<file path="src/rtl/dp_arbiter_pkg.sv">
// Shared definitions for the dp_arbiter slice: FSM state encoding and defaults.
// Latency: n/a (package only).
// Backpressure: n/a (package only).
package dp_arbiter_pkg;

    localparam int DP_DATA_W  = 8;   // default operand/result width
    localparam int DP_TIMEOUT = 31;  // default WAIT budget before abort (1..255)
    localparam int CNT_W      = 8;   // timeout counter width; TIMEOUT <= 255 so it never wraps

    typedef enum logic [1:0] {
        IDLE  = 2'b00,
        START = 2'b01,
        WAIT  = 2'b10,
        RESP  = 2'b11
    } state_t;

endpackage

</file>
<file path="src/rtl/dp_arbiter_rr.sv">
// rr_arb2: combinational 2-way round-robin pick between two requesters.
// Latency: purely combinational, zero cycles.
// Backpressure: none; the caller decides when the pick is consumed.
//   req0, req1 : request lines
//   ptr        : requester that wins when both request
//   sel        : winning requester index (meaningful only when any=1)
//   any        : at least one request present
module rr_arb2 (
    input  logic req0,
    input  logic req1,
    input  logic ptr,
    output logic sel,
    output logic any
);

    // A lone request wins outright; a tie is settled by the pointer.
    assign sel = (req0 && req1) ? ptr : req1;
    assign any = req0 || req1;

endmodule

</file>
<file path="src/rtl/dp_arbiter.sv">
// dp_arbiter: shares one datapath between two requesters, one transaction at a time.
// Latency: ack in cycle 3+D counting the granting IDLE cycle as 1 (D = WAIT cycles).
// Backpressure: requests are held off until the in-flight transaction acks; a
//   datapath that never completes is aborted after TIMEOUT+1 WAIT cycles (err=1).
//   clk, rst          : clock, async active-high reset
//   req0/x0, req1/x1  : requests with operands
//   ack0, ack1        : one-cycle result strobes, res/err valid with them
//   dp_x, dp_w        : operand and start pulse to the datapath
//   dp_done, dp_res   : datapath completion and result
module dp_arbiter
    import dp_arbiter_pkg::*;
#(
    parameter int DATA_W  = DP_DATA_W,
    parameter int TIMEOUT = DP_TIMEOUT
) (
    input  logic              clk,
    input  logic              rst,
    input  logic              req0,
    input  logic [DATA_W-1:0] x0,
    input  logic              req1,
    input  logic [DATA_W-1:0] x1,
    output logic              ack0,
    output logic              ack1,
    output logic [DATA_W-1:0] res,
    output logic              err,
    output logic [DATA_W-1:0] dp_x,
    output logic              dp_w,
    input  logic              dp_done,
    input  logic [DATA_W-1:0] dp_res
);

    localparam logic [CNT_W-1:0] TIMEOUT_CNT = CNT_W'(TIMEOUT);

    state_t           state;
    state_t           state_nxt;
    logic             ptr;       // round-robin pointer: requester favoured on a tie
    logic             owner;     // requester of the transaction in flight
    logic [CNT_W-1:0] cnt;       // WAIT cycles elapsed without completion
    logic             abort;     // transaction ended by timeout
    logic             pick;
    logic             pick_any;

    rr_arb2 u_rr (
        .req0 (req0),
        .req1 (req1),
        .ptr  (ptr),
        .sel  (pick),
        .any  (pick_any)
    );

    always_comb begin
        state_nxt = state;
        case (state)
            IDLE:    if (pick_any) state_nxt = START;
            START:   state_nxt = WAIT;
            // Completion on the final allowed cycle still counts as success.
            WAIT:    if (dp_done || (cnt == TIMEOUT_CNT)) state_nxt = RESP;
            RESP:    state_nxt = IDLE;
            default: state_nxt = IDLE;
        endcase
    end

    always_ff @(posedge clk or posedge rst) begin
        if (rst) begin
            state <= IDLE;
            ptr   <= 1'b0;
            owner <= 1'b0;
            cnt   <= '0;
            abort <= 1'b0;
            dp_x  <= '0;
            res   <= '0;
        end else begin
            state <= state_nxt;
            case (state)
                IDLE: begin
                    // Operand is captured once at grant so later changes on
                    // x0/x1 cannot disturb the datapath mid-transaction.
                    if (pick_any) begin
                        owner <= pick;
                        dp_x  <= pick ? x1 : x0;
                        abort <= 1'b0;
                    end
                end
                START: begin
                    cnt <= '0;
                end
                WAIT: begin
                    if (dp_done) begin
                        res <= dp_res;
                    end else if (cnt == TIMEOUT_CNT) begin
                        abort <= 1'b1;
                        res   <= '0;
                    end else begin
                        cnt <= cnt + 1'b1;
                    end
                end
                RESP: begin
                    // Hand the tie-break to whoever was not just served.
                    ptr <= ~owner;
                end
                default: ;
            endcase
        end
    end

    // dp_done is only looked at in WAIT, so stray pulses elsewhere are harmless.
    assign dp_w = (state == START);
    assign ack0 = (state == RESP) && !owner;
    assign ack1 = (state == RESP) &&  owner;
    assign err  = (state == RESP) &&  abort;

endmodule

</file>
<file path="config.mk">
export PLATFORM = sky130hd
export DESIGN_NAME = dp_arbiter
export DESIGN_NICKNAME = d
export VERILOG_FILES = /design/src/rtl/dp_arbiter_pkg.sv /design/src/rtl/dp_arbiter_rr.sv /design/src/rtl/dp_arbiter.sv
export SDC_FILE = /design/constraint.sdc
export NUM_CORES = 1
export LEC_CHECK = 0
export ABC_AREA = 1
export BUFFER_PORTS_ARGS = -buffer_cell sky130_fd_sc_hd__buf_2
export CAP_MARGIN = 20
export CELL_PAD_IN_SITES_DETAIL_PLACEMENT = 0
export CELL_PAD_IN_SITES_GLOBAL_PLACEMENT = 1
export CORE_UTILIZATION = 32
export DETAILED_ROUTE_END_ITERATION = 16
export PLACE_DENSITY = 0.81
export SLEW_MARGIN = 20
export SYNTH_ARGS = -nofsm -noshare
export SYNTH_HDL_FRONTEND = slang
export SYNTH_HIERARCHICAL = 1
export SYNTH_SLANG_ARGS = --single-unit
export TNS_END_PERCENT = 30
</file>
<file path="constraint.sdc">
create_clock -name clk -period 1.3 [get_ports clk]
set_input_delay 0.065 -clock clk [delete_from_list [all_inputs] [get_ports clk]]
set_output_delay 0.065 -clock clk [all_outputs]
set_load 0.02 [all_outputs]
</file>
# Word level (Yosys, flattened, before mapping)
# Cells that the tools add are included.
[totals]
regBits = 29
input_bits = 29
output_inout_bits = 20
elab_cells = 48
[op_classes]
add_sub_neg = 1
n_eq_ne = 9
n_mux = 14
bitwise = 1
reduce_logical = 16
[op_table]
columns = ["cell", "n"]
rows = [
  ["$mux 8", 5],
  ["$pmux 8 s2", 1],
  ["$ne 2x2->1 const B", 5],
  ["$add 8x1->8 const B", 1],
  ["$eq 8x5->1 const B", 1],
  ["$pmux 2 s4", 1],
  ["$reduce_and 2->1", 3],
  ["$reduce_bool 2->1", 3],
  ["$eq 2x2->1 const B", 2],
  ["$logic_and 1x1->1", 4],
  ["$mux 1", 4],
  ["$mux 2", 2],
  ["$reduce_and 4->1", 1],
  ["$reduce_and 3->1", 1],
  ["$eq 2x1->1 const B", 1],
  ["$logic_not 2->1", 1],
  ["$logic_or 1x1->1", 2],
  ["$pmux 1 s2", 1],
  ["$logic_not 1->1", 1],
  ["$not 1->1", 1],
]

# Depth between registers and ports, before layout
[logic_depth]
word_depth = 4
ltp_mapped = 9
ltp_nobuf = 8

# Cells and area by module
# The synthesis kept the hierarchy.
[modules_own_cells]
columns = ["module", "instances", "cells_per_inst", "area_per_inst_um2", "seq_area_each_um2"]
rows = [
  ["dp_arbiter", 1, 193, 1522.7, 725.7],
  ["rr_arb2", 1, 5, 22.5, 0.0],
]

# Worst setup path after synthesis
# Ideal clock, no wire load.
[synth_timing]
path_kind = "flip-flop to flip-flop"
from = "register state[0]"
to = "register cnt[0]"
setup_time_ns = 0.117
t_arrival_ns = 1.227
required_time_ns = 1.183
slack_ns = -0.044
path_stages_with_launch = 9
n_path_buf = 2
period_less_slack_ns = 1.344
cell_sequence = "dfrtp_1 inv_1 ha_1 buf_6 nand2_1 nand3_4 buf_12 nand2_1 o21ai_2"
[synth_between]
elab_chain_len = 3
elab_cells_between_ends = 7
cone_classes = "eq/ne: 4; mux: 1; reduce/logical: 2"
[synth_rtl]
columns = ["item", "line", "source"]
rows = [
  ["from (decl)", "dp_arbiter.sv:34", "state_t state;"],
  ["from (signal assigned)", "dp_arbiter.sv:73", "state <= state_nxt;"],
  ["$eq 2x2->1 / $eq 2x1->1 (equally long branches)", "dp_arbiter.sv:74", "case (state)"],
  ["$ne 2x2->1 (no line) / $reduce_bool 2->1 (equally long branches)", "--", ""],
  ["$reduce_and 3->1 (no line)", "--", ""],
  ["to (signal assigned)", "dp_arbiter.sv:94", "cnt <= cnt + 1'b1;"],
  ["to (decl)", "dp_arbiter.sv:38", "logic [CNT_W-1:0] cnt;"],
]
# Parallel ways exist; a longest one is shown, timed or not.
# A chain may end at the register's enable or synchronous reset.

# Final worst setup path
[layout_timing]
from = "register state[1]"
to = "output port ack1"
[layout_between]
elab_chain_len = 2
[layout_rtl]
columns = ["item", "line", "source"]
rows = [
  ["$eq 2x2->1", "dp_arbiter.sv:109", "assign ack1 = (state == RESP) && owner;"],
  ["$logic_and 1x1->1", "dp_arbiter.sv:109", ""],
  ["to (decl)", "dp_arbiter.sv:23", "output logic ack1,"],
]
# No other way between the ends.

==> results by group <==
Timing
  • Pins Over Slew Limit: 0
  • Fin crit period: 1.32 ns
  • Min setup slack post-route: -0.0232 ns
  • Tcrit/Tclk final: 1.02
  • Max Freq: 756 MHz
  • Final setup violation count: 3
  • Skew final: 0.00586 ns
  • Hold Vio Cnt, Final: 0
  • Rel. slew slack: 0.756
  • Worst-Margin Slew: about 0.37 ns
  • RSZ-0062 raised after global routing: true
  • Setup_tns: -0.0417 ns

Finish
  • Nets: roughly 300
  • Layout cells sized above 1: 0.371
  • Post-route insts no fill: 316
  • Fin area: 2150 um2
  • Commonest non-fill, non-tap cell in the layout: nand2_1
  • Commonest non-fill, non-tap cells in the layout: nand2_1, buf_2, dfrtp_1
  • Layout fillers: 440
  • ANT cells: 0
  • Area added between synthesis and finish: 39.3%

Setup path
  • Startpoint Class: flip-flop
  • CP Cell Sequence: buf_6, ha_4, nand2_1, inv_1, buf_4
  • R2r worst-path depth: 8
  • Setup CP Type: reg -> out
  • CP endpoint kind: output pin
  • Critical path arrival: 1.26 ns
  • Reg2reg setup slack: 0.01 ns
  • Critical R2R Launch: cnt[0]$_DFFE_PP0P_
  • Worst Path Max Fanout: 4
  • Critical Path RT: 1.24 ns
  • Crit path largest cell delay: 0.44 ns
  • Worst R2R End: cnt[6]$_DFFE_PP0P_
  • Max stage delay cell, worst path: dfrtp_2

Pwr
  • Static leakage: 1.08 nW
  • Psw: 1.99 mW
  • Power Dens Cells: 2240 nW/um2
  • Clock share of power: 0.197
  • Switching share of power: 0.413
  • Sequential Power Share: 0.294
  • Cell-internal power: between 2 and 3 mW
  • Logic gate share of total power: 0.509
  • VDD IR max: about 0.00094 V

Hold path
  • Worst min-delay path startpoint: dp_res[4]
  • Worst hold path depth: 3
  • Worst hold path class: in -> reg
  • Hold Path End: res[4]$_DFFE_PP0P_

Die
  • Die Ht: 71.5 um
  • I/O pin count: 49
  • Initial Util: 0.343
  • Die area: between 5000 and 6000 um2
  • Num rows: 24
  • Core area: 4500 um2
  • DIE WIDTH: about 71 um

Placement
  • Dpl cells: 306
  • PortBufs: 48
  • Placed Area: 1910 um2
  • Post-DP HPWL: around 2600 um
  • Placer's final routability congestion estimate: roughly 0.76

Clock network
  • Max clock buf depth: 2
  • Post-CTS Setup Inserts: 0
  • CTS tree: built
  • Worst skew pair latency: 0.28 ns
  • Clock sinks: 29
  • Root Buffer: clkbuf_8
  • Worst-path clk slew: 0.06 ns
  • CTS H-tree lvls: 2
  • TritonCTS Buffers: 5

Logic synthesis
  • Synth Register Bits: 29
  • Warnings, synthesis: 6
  • Cell taking the most area after synthesis: dfrtp_1
  • Yosys cell types: 24
  • Syn Std Cell Area: 1550 um2
  • Synth Instances: 198
  • Top cell type's share of synthesized area: 0.470
  • Mapped Nets: 232
  • Avg Cell Area, Syn: 7.80 um2
  • Largest cells by area after synthesis: dfrtp_1, nand2_1, a21oi_1
  • Sequential share of the synthesized area: 0.470

Global route
  • Vias in the first global route: 1379
  • GR Util All Layers: 0.148
  • Largest net degree at the start of global routing: 30
  • First-pass GRT wire length: between 5000 and 6000 um
  • Antenna violations before repair: 0
  • GRT overflow: 0

Route
  • Via count: 1455
  • DR iter-0 viols: 63
  • DR DRC count: 0
  • DRT Pass-1 Iters: 4
  • Post-DR wirelength/cell: approximately 11 um
  • Vias/cell: 4.60
  • Routed WL: 3510 um
  • Detail Route Antenna Nets: 0

Status
  • Failing checks: negative setup slack
  • Outcome: finished, violations left

Run
  • Max-Cap Viols: 0
registers in the layout, indices dropped and copies added, names as in the netlist:
signal  flops
abort       1
cnt         8
dp_x        8
owner       1
ptr         1
res         8
state       2
kinds of logic (layout without fill, tap and decap cells):
group	after synthesis	in the layout	share of synthesized area
compound gates	33	33	0.113
buf+inv	26	91	0.0818
simple gates	105	106	0.295
flops	29	29	0.470
fa+ha+maj	5	5	0.0405
final cells by class:
| cell class | instances | area (um2) | share of cell area |
|---|---|---|---|
| Clock buffer | 7 | 86.3 | 0.0401 |
| Clock inverter | 1 | 30.0 | 0.0140 |
| Multi-Input combinational cell | 144 | 802 | 0.373 |
| Timing Repair Buffer | 63 | 367 | 0.170 |
| Sequential cell | 29 | 727 | 0.338 |
| Inverter | 20 | 75.1 | 0.0349 |
| Tap cell | 52 | 65.1 | 0.0302 |
what timing repair did:
| item | CTS | global route |
|---|---|---|
| gates resized for setup | 6 | 24 |
| hold buffers | 1 | 0 |
| hold endpoints to repair | 29 | 0 |
| cloned | 0 | 1 |
| pin swaps | 0 | 8 |
| endpoints found under the setup margin | 8 | 30 |
worst max-delay path by stage:
stage                              start            endpoint  slack [ns]  cells past startpoint
CTS                   cnt[0]$_DFFE_PP0P_  cnt[6]$_DFFE_PP0P_       -0.02                      8
floorplan           state[0]$_DFFE_PP0P_  cnt[1]$_DFFE_PP0P_        0.01                      8
global placement      cnt[1]$_DFFE_PP0P_  cnt[6]$_DFFE_PP0P_       0.004                      8
detailed placement    cnt[0]$_DFFE_PP0P_  cnt[6]$_DFFE_PP0P_      -0.002                      8
global route          cnt[0]$_DFFE_PP0P_  cnt[4]$_DFFE_PP0P_       -0.09                      7
finish              state[1]$_DFFE_PP0P_                ack1       -0.02                      5
through the flow:
stage,power (mW),utilization,hold slack (ns),setup slack [ns]
final,4.83,0.478,0.0208,-0.0232
after global routing,5.25,0.478,0.0228,-0.0934
after CTS,4.64,0.457,0.0117,-0.0151
after detailed placement,3.60,0.424,0.163,-0.00161
after global placement,3.56,0.424,0.157,0.00383
after floorplan,2.95,-,0.143,0.0113
cell usage after synthesis, drive strengths merged:
master,n
dfrtp,29
or2,2
nand2,61
o21ai,12
clkbuf,2
nand3,19
inv,19
clkinv,1
o21a,1
nor2,22
buf,4
a21oi,20
nand4,1
ha,5
critical path: cells and delay by family (launching register included):
| kind | cells | cell delay (ns) |
|---|---|---|
| fa+ha+maj | 1 | 0.16 |
| flops | 1 | 0.44 |
| buf+inv | 3 | 0.33 |
| simple gates | 1 | 0.05 |
routing by layer:
metal | GRT usage | part of all wire | vias up
li1 | - | - | 762
met1 | 0.200 | 0.48 | 661
met2 | 0.229 | 0.48 | 27
met3 | 0.0295 | 0.026 | 5
met4 | 0.0719 | 0.016 | 0
met5 | 0 | 0 | -
power groups by stage:
stage / combinational [mW] / clock (mW) / sequential [mW]
global route: 2.76 / 1.03 / 1.46
global placement: 2.15 / 0 / 1.41
detailed placement: 2.18 / 0 / 1.41
floorplan: 1.23 / 0 / 1.72
CTS: 2.25 / 0.984 / 1.41
finish: 2.46 / 0.954 / 1.42
(Power assumes the default switching activity.)
